$ cat src/rtl/rob_recovery_fsm.sv
// rob_recovery_fsm
// Branch-mispredict recovery sequencer for the reorder buffer.
// A mispredict causes one ROLLBACK cycle, which flushes the front end,
// redirects the PC and restores the ROB tail. It is followed by a WALK phase.
// The WALK phase replays the surviving entries, from the head through the
// mispredicting entry, two per cycle, so that the rename map can be rebuilt.
// An older mispredict that arrives mid-sequence restarts the recovery.
// A younger or equal mispredict is dropped.

package common;

    // rob_state encodings consumed by the pipeline stall/flush logic
    typedef enum logic [1:0] {
        rob_idle     = 2'b00,
        rob_rollback = 2'b01,
        rob_walk     = 2'b10
    } rob_state_e;

endpackage

module rob_recovery_fsm
    import common::*;
#(
    parameter int ROB_DEPTH = 16,
    parameter int ROB_IDX_W = 4
) (
    input  logic                 clk,
    input  logic                 reset_n,
    input  logic                 mispredict_valid,
    input  logic [ROB_IDX_W-1:0] mispredict_rob_idx,
    input  logic [31:0]          mispredict_target,
    input  logic [ROB_IDX_W-1:0] rob_head,
    output logic [1:0]           rob_state,
    output logic                 flush_valid,
    output logic                 redirect_valid,
    output logic [31:0]          redirect_pc,
    output logic                 tail_restore_valid,
    output logic [ROB_IDX_W-1:0] tail_restore_idx,
    output logic [1:0]           walk_valid,
    output logic [ROB_IDX_W-1:0] walk_idx0,
    output logic [ROB_IDX_W-1:0] walk_idx1
);

    // The walk count and the index arithmetic rely on the ROB wrapping
    // naturally at the index width.
    if (ROB_DEPTH != (1 << ROB_IDX_W)) begin : g_bad_depth
        $error("rob_recovery_fsm: ROB_DEPTH must equal 2**ROB_IDX_W");
    end

    localparam logic [ROB_IDX_W-1:0] IDX_ONE  = ROB_IDX_W'(1);
    localparam logic [ROB_IDX_W-1:0] IDX_TWO  = ROB_IDX_W'(2);
    localparam logic [ROB_IDX_W-1:0] IDX_ZERO = ROB_IDX_W'(0);
    localparam logic [ROB_IDX_W:0]   CNT_ZERO = (ROB_IDX_W + 1)'(0);
    localparam logic [ROB_IDX_W:0]   CNT_ONE  = (ROB_IDX_W + 1)'(1);
    localparam logic [ROB_IDX_W:0]   CNT_TWO  = (ROB_IDX_W + 1)'(2);

    // Age of an entry relative to the ROB head. It is a wrapping subtract,
    // so 0 is the oldest entry.
    function automatic logic [ROB_IDX_W-1:0] rob_age(
        input logic [ROB_IDX_W-1:0] idx,
        input logic [ROB_IDX_W-1:0] head
    );
        return idx - head;
    endfunction

    // state and sequence bookkeeping
    rob_state_e            state_q, state_d;
    logic [ROB_IDX_W-1:0]  idx_q, idx_d;        // latched mispredict index
    logic [ROB_IDX_W:0]    rem_q, rem_d;        // entries still to walk
    logic [ROB_IDX_W-1:0]  ptr_q, ptr_d;        // next entry to walk

    // registered outputs
    logic                  pulse_q, pulse_d;    // flush/redirect/tail-restore
    logic [31:0]           pc_q, pc_d;
    logic [ROB_IDX_W-1:0]  tail_q, tail_d;
    logic [1:0]            wv_q, wv_d;
    logic [ROB_IDX_W-1:0]  widx0_q, widx0_d;
    logic [ROB_IDX_W-1:0]  widx1_q, widx1_d;

    logic [ROB_IDX_W-1:0]  new_age_s;
    logic [ROB_IDX_W-1:0]  cur_age_s;
    logic                  accept_s;

    // Decide whether the incoming mispredict starts a new sequence.
    // The head is stable while a sequence is in flight, so ages taken
    // against the current head are comparable.
    always_comb begin
        new_age_s = rob_age(mispredict_rob_idx, rob_head);
        cur_age_s = rob_age(idx_q, rob_head);
        accept_s  = 1'b0;
        case (state_q)
            rob_idle: begin
                if (mispredict_valid) begin
                    accept_s = 1'b1;
                end else begin
                    accept_s = 1'b0;
                end
            end
            rob_rollback, rob_walk: begin
                // Only a strictly older branch restarts the recovery.
                // A repeat of the same index is therefore ignored.
                if (mispredict_valid && (new_age_s < cur_age_s)) begin
                    accept_s = 1'b1;
                end else begin
                    accept_s = 1'b0;
                end
            end
            default: begin
                accept_s = 1'b0;
            end
        endcase
    end

    // Next-state and next-output logic. Every output is computed one cycle
    // ahead, so that the state register and the outputs change together.
    always_comb begin
        state_d = state_q;
        idx_d   = idx_q;
        rem_d   = rem_q;
        ptr_d   = ptr_q;
        pc_d    = pc_q;
        tail_d  = tail_q;
        pulse_d = 1'b0;
        wv_d    = 2'b00;
        widx0_d = widx0_q;
        widx1_d = widx1_q;

        if (accept_s) begin
            // Start, or restart, the sequence. The walk count is age + 1,
            // which can reach ROB_DEPTH and needs the extra bit.
            state_d = rob_rollback;
            idx_d   = mispredict_rob_idx;
            rem_d   = {1'b0, new_age_s} + CNT_ONE;
            ptr_d   = rob_head;
            pc_d    = mispredict_target;
            tail_d  = mispredict_rob_idx + IDX_ONE;
            pulse_d = 1'b1;
        end else begin
            case (state_q)
                rob_idle: begin
                    state_d = rob_idle;
                end
                rob_rollback, rob_walk: begin
                    if (rem_q == CNT_ZERO) begin
                        // The cycle that emitted the last entry is ending.
                        state_d = rob_idle;
                    end else begin
                        state_d = rob_walk;
                        if (rem_q >= CNT_TWO) begin
                            wv_d  = 2'b11;
                            rem_d = rem_q - CNT_TWO;
                        end else begin
                            wv_d  = 2'b01;
                            rem_d = CNT_ZERO;
                        end
                        widx0_d = ptr_q;
                        widx1_d = ptr_q + IDX_ONE;
                        ptr_d   = ptr_q + IDX_TWO;
                    end
                end
                default: begin
                    // An illegal encoding recovers to a clean idle state.
                    state_d = rob_idle;
                    rem_d   = CNT_ZERO;
                    ptr_d   = IDX_ZERO;
                end
            endcase
        end
    end

    // State and output registers, cleared asynchronously on reset.
    always_ff @(posedge clk or negedge reset_n) begin
        if (!reset_n) begin
            state_q <= rob_idle;
            idx_q   <= IDX_ZERO;
            rem_q   <= CNT_ZERO;
            ptr_q   <= IDX_ZERO;
            pulse_q <= 1'b0;
            pc_q    <= 32'h0000_0000;
            tail_q  <= IDX_ZERO;
            wv_q    <= 2'b00;
            widx0_q <= IDX_ZERO;
            widx1_q <= IDX_ZERO;
        end else begin
            state_q <= state_d;
            idx_q   <= idx_d;
            rem_q   <= rem_d;
            ptr_q   <= ptr_d;
            pulse_q <= pulse_d;
            pc_q    <= pc_d;
            tail_q  <= tail_d;
            wv_q    <= wv_d;
            widx0_q <= widx0_d;
            widx1_q <= widx1_d;
        end
    end

    assign rob_state          = state_q;
    assign flush_valid        = pulse_q;
    assign redirect_valid     = pulse_q;
    assign tail_restore_valid = pulse_q;
    assign redirect_pc        = pc_q;
    assign tail_restore_idx   = tail_q;
    assign walk_valid         = wv_q;
    assign walk_idx0          = widx0_q;
    assign walk_idx1          = widx1_q;

endmodule

$ cat config.mk
export PLATFORM = sky130hd
export DESIGN_NAME = rob_recovery_fsm
export DESIGN_NICKNAME = d
export VERILOG_FILES = /design/src/rtl/rob_recovery_fsm.sv
export SDC_FILE = /design/constraint.sdc
export NUM_CORES = 1
export LEC_CHECK = 0
export ABC_AREA = 1
export BUFFER_PORTS_ARGS = -buffer_cell sky130_fd_sc_hd__buf_2
export CAP_MARGIN = 20
export CORE_UTILIZATION = 40
export CTS_CLUSTER_DIAMETER = 150
export DETAILED_ROUTE_END_ITERATION = 16
export SYNTH_ARGS = -nofsm -noshare
export SYNTH_HDL_FRONTEND = slang
export SYNTH_SLANG_ARGS = --single-unit
$ cat constraint.sdc
create_clock -name clk -period 3.55 [get_ports clk]
set_clock_uncertainty 0.15 [all_clocks]
set_input_delay 0.71 -clock clk [delete_from_list [all_inputs] [get_ports clk]]
set_output_delay 0.71 -clock clk [all_outputs]
set_load 0.01 [all_outputs]
==> metrics list, run 1 <==
* Status: completed
* Die outline width: around 90 um
- Number of hold-slack violations in the final timing report: 0
* Ys async rst share: 1.000
- Counting flops with a built-in enable in the synthesized netlist gives 0.
* Antenna violations before repair: 0
- Dividing total power by cell area gives a power density of 987.3 mW/mm^2.
* Category of the worst setup path capture point: flip-flop
- Gates resized during post-CTS repair numbered 0.
- Reported max-cap violation count: 0
* Sequential area share after synthesis: 0.4936
* Clock buffers created by TritonCTS: 9
- Data arrives at the worst endpoint at between 3 and 4 ns.
* Area of the placeable core: around 0.0073 mm^2
- In the routed layout, each cell is associated on average with a via count of 4.519.
* Clk root buf: sky130_fd_sc_hd__clkbuf_8
* Most frequent cells after synthesis: 162 x sky130_fd_sc_hd__nand2_1, 60 x sky130_fd_sc_hd__dfrtp_1, 23 x sky130_fd_sc_hd__inv_1
* WL/cell: 11.96 um
* Die area: approximately 0.008 mm^2
- The sequential cells in the finished layout cover a total of 0.001501 mm^2.
* Number of nets in the synthesized netlist: 410
- Entering global routing, the biggest net connects a little over 60 pins.
- The count of buffers added on input and output ports is 93.
* Routability Congestion: between 0.8 and 0.9
- Path type of the worst min-delay path: flip-flop to flip-flop
- The setup path with the least slack is of type input port to flip-flop.
* Placed Cells incl. Taps: roughly 530
- Area contributors post-synth: sky130_fd_sc_hd__dfrtp_1 49%, sky130_fd_sc_hd__nand2_1 20%, sky130_fd_sc_hd__ha_1 6.6%, sky130_fd_sc_hd__xnor2_1 2.9%, sky130_fd_sc_hd__inv_1 2.8%
- Total chip power: 3.706 mW
- Data on the critical path is required at its endpoint by roughly 3.7 ns.
* Final critical path time including I/O delays and setup: between 3 and 4 ns
- In this run, distinct cell masters in the synthesized netlist total 33.
- Row generation in the floorplan step produced 31 rows.
- The clock passes through at most 2 buffers.
- VDD sags by at most slightly above 0.4 mV.
- Number of DRC markers in iteration 0: 92
- After clock tree synthesis, the flow added hold-fix buffers numbering 0.
- Timing would allow up to 326.0 MHz.
- Clk slew on worst S/H paths: approximately 0.070 ns
* Area occupied by multi-input gates: 0.001308 mm^2
* Global-route layer with the greatest usage: met2
* Relative slew margins: 0.4983
* Critical Path Fanout Max: 20
- Net total in the final layout: around 500
- Final setup vio count: 0
* Reg2reg setup slack: about 0.8 ns
- The first global-routing pass estimated between 10,000 and 15,000 um of wire.
* Fill cell total of the finished layout: around 750
- Pleak: between 2 and 2.5 nW
* Vias in the first global route: around 2,400
* Vertical die dimension: around 90 um
- Number of synthesized register bits: 60
* Final worst-path cycle share: 0.8641
- Among all cell types in the netlist, the one instantiated most often is sky130_fd_sc_hd__nand2_1.
- Number of clock sinks: 60
* Starting density of the core: 0.4171
* Most used flip-flop cell after synthesis: sky130_fd_sc_hd__dfrtp_1
- Unrepaired setup endpoints after global routing: false
- For the pin with the worst max-slew slack, the measured transition is about 0.75 ns.
- Setup bufs post-CTS: 0
- In this run the number of H-tree levels came out at 3.
- The later pin in the worst-skew pair is clocked with a latency of 0.34 ns.
- From synthesis to final layout, the design area changed by 23.41%.
* Met3 Usage GRT: 0.05448
* Netlist area before placement: slightly above 0.003 mm^2
- Cell taking the most area after synthesis: sky130_fd_sc_hd__dfrtp_1
- Share of final-layout standard cells stronger than drive strength 1: 0.2857
* DRT Wirelength: about 6500 um
- DR DRC count: 0
- In this run the remaining antenna-violating nets after routing total 0.
* DRT Pass-1 Iters: 4
- Synthesized instance count: around 350
- CTS tree: done
- In the global route stage, overall resource usage came out at 0.1851.
* Area share of the leading cell type in the synthesized netlist: 0.4936
* Max-slew violation count: 0
- Final-layout worst hold slack: ~0.33 ns
- # diodes: 0
- Count of synthesis-stage warnings from yosys: 0
* Global routing met2 resource utilization: 0.2831
- Type of origin of the critical path: input port
* Half-perimeter wire length after placement: approximately 4800 um
- During I/O placement, the number of pins put on the boundary was 94.
- Summed over all layers, the global routing overflow is 0.
* Final TNS setup: 0 ns
- Synthesized area per cell: between 8 and 9 um^2
* Cell Count, Final, Fillers Out: about 550
- For met1 alone, demand over resource in global routing was 0.2494.
* Vias: 2,472
[final cells by class]
class | count | share of cell area
sequential | 60 | 0.4000
multi-input combinational | 247 | 0.3483
timing repair buffer | 99 | 0.1360
clock buffer | 11 | 0.04033
tap | 99 | 0.03300
inverter | 26 | 0.02667
clock inverter | 5 | 0.01567
[kinds of logic after synthesis]
kind of cell / Yosys count / synth area share
buffers and inverters: 42 / 0.07651
XOR/XNOR: 14 / 0.04278
adder cells (fa/ha/maj): 18 / 0.07898
AND/OR/NAND/NOR: 191 / 0.2567
AO/OA/AOI/OAI: 24 / 0.05142
flip-flops: 60 / 0.4936
[registers in the layout (all words and copies together), names as in the netlist]
register / count
rem_q: 5
walk_valid: 1
walk_idx1: 4
ptr_q: 4
tail_restore_idx: 4
walk_idx0: 4
rob_state: 2
redirect_pc: 32
idx_q: 4
[final timing paths]
path | start | endpoint | depth (start not counted)
max reg2reg | idx_q[2] | tail_restore_idx[0] | 13
min reg2reg | redirect_pc[19] | redirect_pc[19] | 2
max in group asynchronous | reset_n | redirect_pc[6] | 2
min | redirect_pc[19] | redirect_pc[19] | 2
max | mispredict_rob_idx[0] | tail_restore_idx[0] | 18
min in group asynchronous | reset_n | walk_idx0[1] | 2
[worst max-delay path, cell delays in order]
cell	delay (ns)
sky130_fd_sc_hd__buf_2	0.11
sky130_fd_sc_hd__inv_1	0.07
sky130_fd_sc_hd__ha_1	0.14
sky130_fd_sc_hd__inv_1	0.06
sky130_fd_sc_hd__fa_1	0.38
sky130_fd_sc_hd__xnor2_1	0.24
sky130_fd_sc_hd__inv_1	0.11
sky130_fd_sc_hd__ha_1	0.30
sky130_fd_sc_hd__nand2_1	0.06
sky130_fd_sc_hd__inv_1	0.03
sky130_fd_sc_hd__nand2_1	0.05
sky130_fd_sc_hd__nand4_1	0.07
sky130_fd_sc_hd__nand2_1	0.12
sky130_fd_sc_hd__nand2_4	0.13
sky130_fd_sc_hd__inv_4	0.20
sky130_fd_sc_hd__buf_4	0.27
sky130_fd_sc_hd__nor2_1	0.06
sky130_fd_sc_hd__nor2_1	0.09
[power by group]
group          internal (mW)  switching [mW]  leakage, nW
combinational          0.711            1.15         1.27
sequential              1.01           0.187        0.748
clock                  0.363           0.287        0.102
total                   2.09            1.62         2.12
[layer usage]
layer  routed length [um]  up-vias  share of wire
li1                     -     1270              -
met4                  106        0          0.016
met3                  394       10          0.060
met2                 2906       77           0.44
met5                    0        -              0
met1                 3135     1115           0.48
[stage by stage]
stage	utilization	worst slack (ns)	instance area, um^2
5_1_grt	0.5148	0.1503	3754
6_report	0.5148	0.4823	3754
3_3_place_gp	0.4859	0.1668	3543
2_1_floorplan	-	0.5583	3042
4_1_cts	0.5148	0.4781	3754
3_5_place_dp	0.4859	0.1205	3543
[placed cells by master, fill, tap and decap left out]
cell type                      n
sky130_fd_sc_hd__a21oi_1       3
sky130_fd_sc_hd__bufinv_16     1
sky130_fd_sc_hd__nand2_1     162
sky130_fd_sc_hd__ha_1         16
sky130_fd_sc_hd__xnor2_2       1
sky130_fd_sc_hd__o21bai_1      1
sky130_fd_sc_hd__clkinvlp_4    2
sky130_fd_sc_hd__nor3_1        2
sky130_fd_sc_hd__xor2_1        3
sky130_fd_sc_hd__o21a_1        1
sky130_fd_sc_hd__buf_4         6
sky130_fd_sc_hd__xnor2_1      10
sky130_fd_sc_hd__o211ai_4      1
sky130_fd_sc_hd__nand4_1       1
sky130_fd_sc_hd__clkinv_2      1
sky130_fd_sc_hd__nand2_2       1
sky130_fd_sc_hd__inv_2         2
sky130_fd_sc_hd__nor3_2        1
sky130_fd_sc_hd__buf_2        93
sky130_fd_sc_hd__o21ai_0       9
sky130_fd_sc_hd__nand2_4       1
sky130_fd_sc_hd__inv_1        23
sky130_fd_sc_hd__nor2_1        6
sky130_fd_sc_hd__nand3_1      10
sky130_fd_sc_hd__o21ai_1       5
sky130_fd_sc_hd__nor3b_1       1
sky130_fd_sc_hd__inv_4         1
sky130_fd_sc_hd__inv_6         1
sky130_fd_sc_hd__dfrtp_1      60
sky130_fd_sc_hd__nand3b_1      5
sky130_fd_sc_hd__clkbuf_8     11
sky130_fd_sc_hd__o21ai_2       4
sky130_fd_sc_hd__fa_1          2
sky130_fd_sc_hd__nor2_4        1
No activity file was read; power rests on OpenSTA's default activity.
==> inputs of run 2 (changes only) <==
==> constraint.sdc (replaced) <==
create_clock -name clk -period 3.55 [get_ports clk]
set_clock_uncertainty 0.15 [all_clocks]
set_input_delay 0 -clock clk [delete_from_list [all_inputs] [get_ports clk]]
set_output_delay 0 -clock clk [all_outputs]
set_load 0.01 [all_outputs]
==> run 2 against run 1 <==
Final cell count increased by 6.8%. First-iteration DRC count increased by 7.6%. Maximum frequency is 0.99% lower. Sequential share of layout area fell by 3.6 points. Cell area increased by 9.8%. Global-route usage increased by 0.75 points. Critical path depth is 1 higher. Combinational power about the same.
==> metrics list, run 2 (synthesis gave the netlist of run 1 again) <==
- Net switching share of the total power: 0.4382
- Vias: between 2,000 and 3,000
- The hold violation count in the final report was 0.
- WL/cell: between 10 and 15 um
- Max-slew violation count: 0
- For this run, the post-layout net count is between 500 and 600.
- 94 I/O pins were placed.
- The share of total power dissipated in combinational logic is 0.505.
* Post-layout worst setup margin: 0.4517 ns
- Reg2reg setup slack: 0.69 ns
- The clock reaches the later pin of the worst-skew pair after approximately 0.34 ns.
- Vias in the first global route: between 2,000 and 3,000
* Max FFs per register: 32
* Reported max-cap violation count: 0
- Vertical die dimension: approximately 89 um
- Pleak: between 2 and 2.5 nW
- Antenna violations before repair: 0
- Port Buf Inserts: 93
- Registers take roughly 0.0015 mm^2.
* Worst setup endpoint: rem_q[0]
- Largest vdd supply drop: roughly 0.46 mV
* Area of the placeable core: about 0.0073 mm^2
- Critical Path Fanout Max: 28
- Across every metal layer, demand over resource in global routing totals 0.1925.
- The design draws 3.687 mW.
* Maximum number of pins on one net before global-route repair: 38
* Count of H-tree levels built during CTS: 3
* Master of the slowest instance on the critical path: sky130_fd_sc_hd__dlygate4sd3_1
* Category of the worst setup path capture point: flip-flop
* Starting density of the core: 0.4171
* Clock Path Buffers: 2
- For the worst setup path, the data required time is roughly 3.7 ns.
- Clock buffers created by TritonCTS: 9
- Once detail routing completed, the nets flagged for antenna violations numbered 0.
- Routability Congestion: 0.7755
- In this run the post-CTS setup repair buffer count came out at 0.
- Global-route wire length before repair: roughly 12,000 um
- Clock-pin slew was measured on the worst setup and hold paths at 0.07 ns.
- For this block, the routed nets add up to about 7000 um of wire.
- For this block, the initial DRC count from the detailed router was 99.
- Tracing the worst setup path back leads to its startpoint at mispredict_rob_idx[0].
- The signal on the critical path passes through dlygate4sd3_1 -> buf_2 -> inv_1 -> ha_1 -> inv_1 -> fa_1 -> xnor2_1 -> inv_1 -> ha_1 -> nand2_1 -> inv_1 -> nand2_1 -> nand4_1 -> nand2_1 -> nand2_4 -> inv_4 -> buf_4 -> nand2_1 -> nand2_1.
- After floorplanning, the core was divided into 31 placement rows.
- At the worst endpoint, the arrival time is 3.23 ns.
- Measured along the x axis, the die boundary spans between 80 and 90 um.
- Cell seen most often among critical-path stages: sky130_fd_sc_hd__nand2_1
- Switching Power: around 1.6 mW
* Post-detailed-route via-to-cell ratio: 4.495
- Summing all multi-input logic gate instances after layout gives between 0.001 and 0.0015 mm^2.
* Ratio of total power to cell area: around 900 mW/mm^2
- The first detailed-routing pass took 4 iterations.
* Slowest Stage Delay on Critical Path: 0.53 ns
- Path type of the worst min-delay path: input port to flip-flop
- Portion of total power attributed to sequential cells: 0.325
- Fill cell total of the finished layout: ~690
* Clk root buf: sky130_fd_sc_hd__clkbuf_8
- At the placement stage, the worst setup path has a slack of roughly 0.63 ns.
- # diodes: 0
- STA classifies the critical path startpoint as an input port.
* CTS tree: done
- Clock group share of total power: 0.169
- After routing, the total negative slack on setup checks comes to 0 ns.
* Final worst-path cycle share: 0.8727
- In the layout the commonest cells are 162 x sky130_fd_sc_hd__nand2_1, 93 x sky130_fd_sc_hd__buf_2, 60 x sky130_fd_sc_hd__dfrtp_1.
* Internal power of the cells: 2.071 mW
- Unrepaired setup endpoints after global routing: false
* Final setup vio count: 0
* Half-perimeter wire length after placement: approximately 4700 um
- In the final layout, the share of cells above drive strength 1 is 0.2577.
- R2R Path End: rem_q[0]
* Final critical path time including I/O delays and setup: 3.098 ns
- Counting every sink on the clock net gives 60.
* DR DRC count: 0
- Max Clock Freq: roughly 320 MHz
* Status: completed
- By startpoint and endpoint, the worst setup path is classified as input port to flip-flop.
- Depth of the worst register-to-register path: 16
- The worst register-to-register path begins at idx_q[0].
* Actual transition at the worst max-transition pin: between 0.8 and 0.9 ns
- The library cell used most frequently in the layout, excluding fill and tap cells, is sky130_fd_sc_hd__nand2_1.
- For this run the aggregate overflow at the end of global routing stands at 0.
* Relative slew margins: 0.4444
- The die covers between 0.007 and 0.008 mm^2.
- Area Growth Syn to Fin: 35.54%
-- run 2: cell types whose count changed in the layout (fill, tap and decap cells not counted) --
cell	delta
sky130_fd_sc_hd__clkinv_4	+1
sky130_fd_sc_hd__dlygate4sd3_1	+40
sky130_fd_sc_hd__clkbuf_8	-1
sky130_fd_sc_hd__buf_4	-3
sky130_fd_sc_hd__inv_6	-1
sky130_fd_sc_hd__clkinv_2	+1
-- run 2: final cells by class --
| type | count | area share |
|---|---|---|
| inverter | 26 | 0.02428 |
| timing repair buffer | 136 | 0.2155 |
| tap | 99 | 0.03005 |
| multi-input combinational | 247 | 0.3171 |
| sequential | 60 | 0.3642 |
| clock inverter | 6 | 0.01548 |
| clock buffer | 10 | 0.03338 |
-- run 2: what timing repair did --
item / in CTS / in global routing
hold buffers: 40 / 0
gates resized for setup: 0 / 0
hold endpoints to repair: 79 / 0
-- run 2: metrics by stage --
step | hold WS [ns] | area, um^2 | utilization | instances
final | 0.05736 | 4123 | 0.5654 | 584
after global routing | 0.09302 | 4123 | 0.5654 | 584
after CTS | 0.03695 | 4123 | 0.5654 | 584
after detailed placement | 0.006913 | 3521 | 0.4828 | 528
after global placement | 0.001458 | 3521 | 0.4828 | 528
after floorplan | -0.4456 | 3042 | - | 349
-- run 2: metal layers --
layer / wire, um / part of all wire / GRT usage / vias up
met3: 388 / 0.056 / 0.04986 / 7
met2: 3332 / 0.48 / 0.3248 / 64
li1: - / - / - / 1346
met5: 0 / 0 / 0 / -
met1: 3177 / 0.46 / 0.2387 / 1208
met4: 80 / 0.011 / 0.07071 / 0
-- run 2: worst min-delay path by stage --
| stage | from | endpoint | slack [ns] | cells after the start |
|---|---|---|---|---|
| after global routing | mispredict_valid | rem_q[1] | 0.09 | 6 |
| after floorplan | reset_n | idx_q[0] | -0.45 | 0 |
| final | rob_head[1] | ptr_q[1] | 0.06 | 5 |
| after global placement | reset_n | rem_q[2] | 0.001 | 1 |
| after detailed placement | reset_n | rem_q[2] | 0.007 | 1 |
| after CTS | mispredict_valid | rem_q[1] | 0.04 | 6 |
-- run 2: power by group through the flow --
| stage | Combinational, mW | Clock (mW) | Sequential, mW |
|---|---|---|---|
| floorplan | 1.30 | 0 | 1.31 |
| global placement | 1.82 | 0 | 1.20 |
| detailed placement | 1.85 | 0 | 1.20 |
| CTS | 1.89 | 0.640 | 1.20 |
| global route | 2.15 | 0.667 | 1.24 |
| finish | 1.86 | 0.625 | 1.20 |
-- run 2: critical path: cells and delay by family --
family | cells | cell delay [ns]
xor gates and xnor gates | 1 | 0.25
adders and majority gates | 3 | 0.82
buffers and inverters | 8 | 1.52
and+or+nand+nor | 7 | 0.64
